==> src/rtl/uart_tx_queue.sv <==
// uart_tx_queue: byte FIFO between the character pipeline and the UART
// transmitter. Drains one byte per single-cycle strobe, paced by tx_busy,
// with a bounded wait for the UART to acknowledge each strobe.
module uart_tx_queue #(
  parameter int DEPTH_LOG2    = 4,
  parameter int START_TIMEOUT = 4
) (
  input  logic                  clock,
  input  logic                  reset,
  input  logic                  wr_en,
  input  logic [7:0]            wr_byte,
  input  logic                  clear_overflow,
  input  logic                  tx_busy,
  output logic                  tx_transmit,
  output logic [7:0]            tx_byte,
  output logic                  full,
  output logic                  empty,
  output logic [DEPTH_LOG2:0]   count,
  output logic                  overflow
);

  localparam int DEPTH = 1 << DEPTH_LOG2;
  localparam int CW    = DEPTH_LOG2 + 1;
  // Wide enough to hold START_TIMEOUT itself, never zero bits.
  localparam int TW    = $clog2(START_TIMEOUT + 2);

  typedef enum logic [1:0] {IDLE, LAUNCH, WAIT_START, WAIT_DONE} state_t;

  state_t                  state;
  logic [7:0]              mem [DEPTH];
  logic [DEPTH_LOG2-1:0]   rd_ptr;
  logic [DEPTH_LOG2-1:0]   wr_ptr;
  logic [TW-1:0]           tmo_cnt;
  logic                    push;
  logic                    pop;
  logic [CW-1:0]           count_nxt;

  // Acceptance uses the registered full flag, so a pop on the same edge
  // does not make room for a write; the head is popped on the LAUNCH edge.
  always_comb begin
    push      = wr_en && !full;
    pop       = (state == LAUNCH);
    count_nxt = count;
    case ({push, pop})
      2'b10:   count_nxt = count + 1'b1;
      2'b01:   count_nxt = count - 1'b1;
      default: count_nxt = count;
    endcase
  end

  // Storage array; contents are not reset, the pointers define validity.
  always_ff @(posedge clock) begin
    if (!reset && push) mem[wr_ptr] <= wr_byte;
  end

  // Pointers, occupancy, status flags and the sticky overflow flag.
  always_ff @(posedge clock) begin
    if (reset) begin
      rd_ptr   <= '0;
      wr_ptr   <= '0;
      count    <= '0;
      full     <= 1'b0;
      empty    <= 1'b1;
      overflow <= 1'b0;
    end else begin
      if (push) wr_ptr <= wr_ptr + 1'b1;
      if (pop)  rd_ptr <= rd_ptr + 1'b1;
      count <= count_nxt;
      full  <= (count_nxt == CW'(DEPTH));
      empty <= (count_nxt == '0);
      // A dropped write wins over a simultaneous clear.
      if (wr_en && full)       overflow <= 1'b1;
      else if (clear_overflow) overflow <= 1'b0;
    end
  end

  // Transmit sequencer: launch, wait for the UART to go busy (bounded),
  // then wait for it to finish before the next launch.
  always_ff @(posedge clock) begin
    if (reset) begin
      state       <= IDLE;
      tx_transmit <= 1'b0;
      tx_byte     <= 8'h00;
      tmo_cnt     <= '0;
    end else begin
      case (state)
        IDLE: begin
          tx_transmit <= 1'b0;
          if (!empty && !tx_busy) state <= LAUNCH;
        end
        LAUNCH: begin
          tx_byte     <= mem[rd_ptr];
          tx_transmit <= 1'b1;
          tmo_cnt     <= '0;
          state       <= WAIT_START;
        end
        WAIT_START: begin
          tx_transmit <= 1'b0;
          if (tx_busy) begin
            tmo_cnt <= '0;
            state   <= WAIT_DONE;
          end else if (tmo_cnt == TW'(START_TIMEOUT)) begin
            // UART never acknowledged: treat the byte as sent.
            tmo_cnt <= '0;
            state   <= IDLE;
          end else if (!tx_transmit) begin
            // The window opens once the UART has had its edge to sample
            // the strobe, so the strobe cycle itself is not counted.
            tmo_cnt <= tmo_cnt + 1'b1;
          end
        end
        WAIT_DONE: begin
          tx_transmit <= 1'b0;
          if (!tx_busy) state <= IDLE;
        end
        default: state <= IDLE;
      endcase
    end
  end

endmodule

==> config.mk <==
export PLATFORM = sky130hd
export DESIGN_NAME = uart_tx_queue
export DESIGN_NICKNAME = d
export VERILOG_FILES = /design/src/rtl/uart_tx_queue.sv
export SDC_FILE = /design/constraint.sdc
export NUM_CORES = 1
export LEC_CHECK = 0
export CAP_MARGIN = 25
export CELL_PAD_IN_SITES_DETAIL_PLACEMENT = 0
export CELL_PAD_IN_SITES_GLOBAL_PLACEMENT = 2
export CORE_UTILIZATION = 43
export DETAILED_ROUTE_END_ITERATION = 7
export DONT_BUFFER_PORTS = 1
export PLACE_DENSITY = 0.77
export SYNTH_ARGS = -nofsm -noshare
export SYNTH_HDL_FRONTEND = slang
export SYNTH_SLANG_ARGS = --single-unit
==> constraint.sdc <==
create_clock -name clock -period 2.45 [get_ports clock]
set_input_delay 0.49 -clock clock [delete_from_list [all_inputs] [get_ports clock]]
set_output_delay 0.49 -clock clock [all_outputs]
set_load 0.02 [all_outputs]
==> impl_metrics.tcl <==
set metrics [dict create \
    netlist-cell-type-count 41 \
    drc_errors 0 \
    cts.sinks 158 \
    p_leak_nw 2.42 \
    hold_viol 0 \
    min_period_over_period 0.881 \
    dr.first_iter.drc_count 365 \
    track_usage 0.169 \
    grt_first_pass_wirelength_um 19200 \
    grt_pass1_vias 3288 \
    cp.required_ns 2.76 \
    ir_drop_uv 488 \
    cp_slowest_cell "dfxtp_4" \
    netlist_top_cells_count "128 x edfxtp_1, 48 x nor2_1, 30 x dfxtp_1" \
    finalNetCount 445 \
    synth_nets 418 \
    die_h_um 124 \
    place_inst 581 \
    hold_path.class "input port to flip-flop" \
    ys_warn_count 0 \
    wl_um 12200 \
    postCtsHoldBufs 0 \
    cts_tree "done" \
    synth.most_common_cell "edfxtp_1" \
    synthFlopType "edfxtp_1" \
    worstSetupEndpointType "flip-flop" \
    path_delay_family "compound AO/OA/AOI/OAI gates" \
    ant_nets 0 \
    setup_viol 0 \
    antenna_found_initial 0 \
    critPathMaxFanout 5 \
    firstDrtPassIters 4 \
    tightest_slew_ns 0.626 \
    finalSetupTns_ns 0 \
    cp-start-kind "flip-flop" \
    synth_top_cell_by_area "edfxtp_1" \
    synth_top_cell_area_share 0.598 \
    power_per_cell_area_nw_per_um2 977 \
    synth_edf_count 128 \
    rsz0062_at_grt "no" \
    start_util 0.441 \
    dp_hpwl_um 7760 \
    critPathBufInv 1 \
    ys_seq_area_frac 0.691 \
    synth-simple-area-share 0.0619 \
    clock_skew_ns 0.00881 \
    die_w_um 124 \
    final_layout_size_suffix_gt1_frac 0.191 \
    synth_top_family_by_area "multiplexers" \
    area_growth_syn_to_layout_pct 13.7 \
    fmax_mhz 463 \
    cts_root_buffer "clkbuf_16" \
    grt_max_degree 36 \
    hold_ws_ns 0.140 \
    post_cts_buffers 0 \
    status "finished, final reports clean" \
    n_antenna_cell 0 \
    cts_made_buffers 17 \
    ys_ff_latch 158 \
    stdcell_count 613 \
    rows 44 \
    cp.arrival_ns 2.47 \
    cts_buffer_depth 2 \
    ios 30 \
    period_minus_slack_ns 2.16 \
    synth_xor_area_frac 0.0136 \
    synth_compound_area_frac 0.0549 \
    postCtsResizedCells 0 \
    htreeDepth 4 \
    async_flop_share 0 \
    die-area_um2 15500 \
    slew_violations 0 \
    core-area_um2 14600 \
    io_buffers 0 \
    gp_congestion 0.710 \
    synthMuxAreaShare 0.124 \
    detail_route.wl_per_cell_um 19.8 \
    slowest_delay_ns 0.37 \
    clkSlewWorstSetupHoldPaths_ns 0.06 \
    syn_avg_cell_area_um2 16.5 \
    viasPerCell 5.38 \
    synth_fa_ha_area_frac 0.0311 \
    clock_latency_ns 0.42 \
    num_vias 3296 \
    crit_type "flip-flop to flip-flop" \
    synthTopCellsByArea "edfxtp_1 60%, dfxtp_1 9.3%, mux4_2 8.1%" \
    maxSlewHeadroom 0.581 \
    crit_chain "inv_2 -> ha_1 -> ha_2 -> xor2_1 -> ha_2 -> nor2_1 -> o31ai_1 -> o211ai_1 -> xor2_1 -> a31o_2" \
    syn-cell-area_um2 6430 \
    globalRoute.totalOverflow 0 \
    cap_violations 0 \
    syn_inst 389 \
]
-- logic make-up (layout without fill, tap and decap cells) --
group,count (synthesis),in the layout
buffers and inverters,26,66
AO/OA/AOI/OAI,57,57
AND/OR/NAND/NOR,86,86
XOR/XNOR,10,10
flip-flops,158,158
multiplexers,36,36
adder cells (fa/ha/maj),16,16
-- worst paths after layout --
| check | from | end | slack, ns | depth (start not counted) |
|---|---|---|---|---|
| worst max-delay path | state[1] | empty | 0.29 | 10 |
| worst min-delay path | reset | overflow | 0.14 | 1 |
| worst min register to register | state[1] | state[1] | 0.49 | 1 |
| worst max register to register | state[1] | empty | 0.29 | 10 |
-- flip-flops by register name, indices dropped and copies added, names as in the netlist, 2 cells and up --
signal and flops:
mem 128, wr_ptr 4, rd_ptr 4, tx_byte 8
tmo_cnt 3, state 2, count 5
-- per-layer routing --
layer	vias up	global-route usage	part of all wire
met2	78	0.251	0.47
met5	-	0	0
li1	1563	-	-
met3	11	0.0520	0.056
met4	0	0.0489	0.0081
met1	1644	0.239	0.46
-- cell type report --
cell class                      count  area [um^2]
Sequential cell                   158         4450
Clock buffer                       19          433
Multi-Input combinational cell    205         1840
Inverter                           10         37.5
Clock inverter                     13          115
Fill cell                        1190         7280
Tap cell                          184          230
Timing Repair Buffer               24          205
-- power by group --
group	total [mW]	internal (mW)	switching (mW)	leakage, nW
combinational	1.42	0.712	0.708	0.772
sequential	3.27	3.04	0.225	1.40
clock	2.45	1.40	1.06	0.253
total	7.14	5.15	1.99	2.42
-- cell usage in the layout (no fill, tap or decap), types with 2 or more instances in the layout --
cell type and n:
clkinv_1 3, nand3b_1 2, a22oi_1 16, clkinv_4 2, ha_2 2, or3_1 2, edfxtp_1 128, a31oi_1 2
a21oi_1 25, buf_12 2, o21ai_0 5, nor2_1 48, xnor2_1 4, o21a_1 2, clkinvlp_4 4, clkbuf_1 2
inv_6 3, inv_1 9, clkbuf_16 17, mux4_2 23, nand2_1 12, nor3_1 2, nor2b_1 7, mux2i_1 4
dfxtp_1 27, and2_1 2, ha_1 14, nand4_1 2, buf_4 22, xor2_1 6, a21o_1 2, mux4_1 9
dfxtp_2 2, nand2b_1 2
-- per-stage QoR --
step	worst slack (ns)	util	instance area (um^2)	power (mW)
6_report	0.292	0.501	7310	7.14
3_3_place_gp	0.128	0.463	6750	4.73
2_1_floorplan	0.0425	-	6430	4.44
4_1_cts	0.142	0.500	7300	7.21
3_5_place_dp	0.107	0.463	6750	4.76
5_1_grt	0.000165	0.501	7310	7.47
No activity file was read; power rests on OpenSTA's default activity.
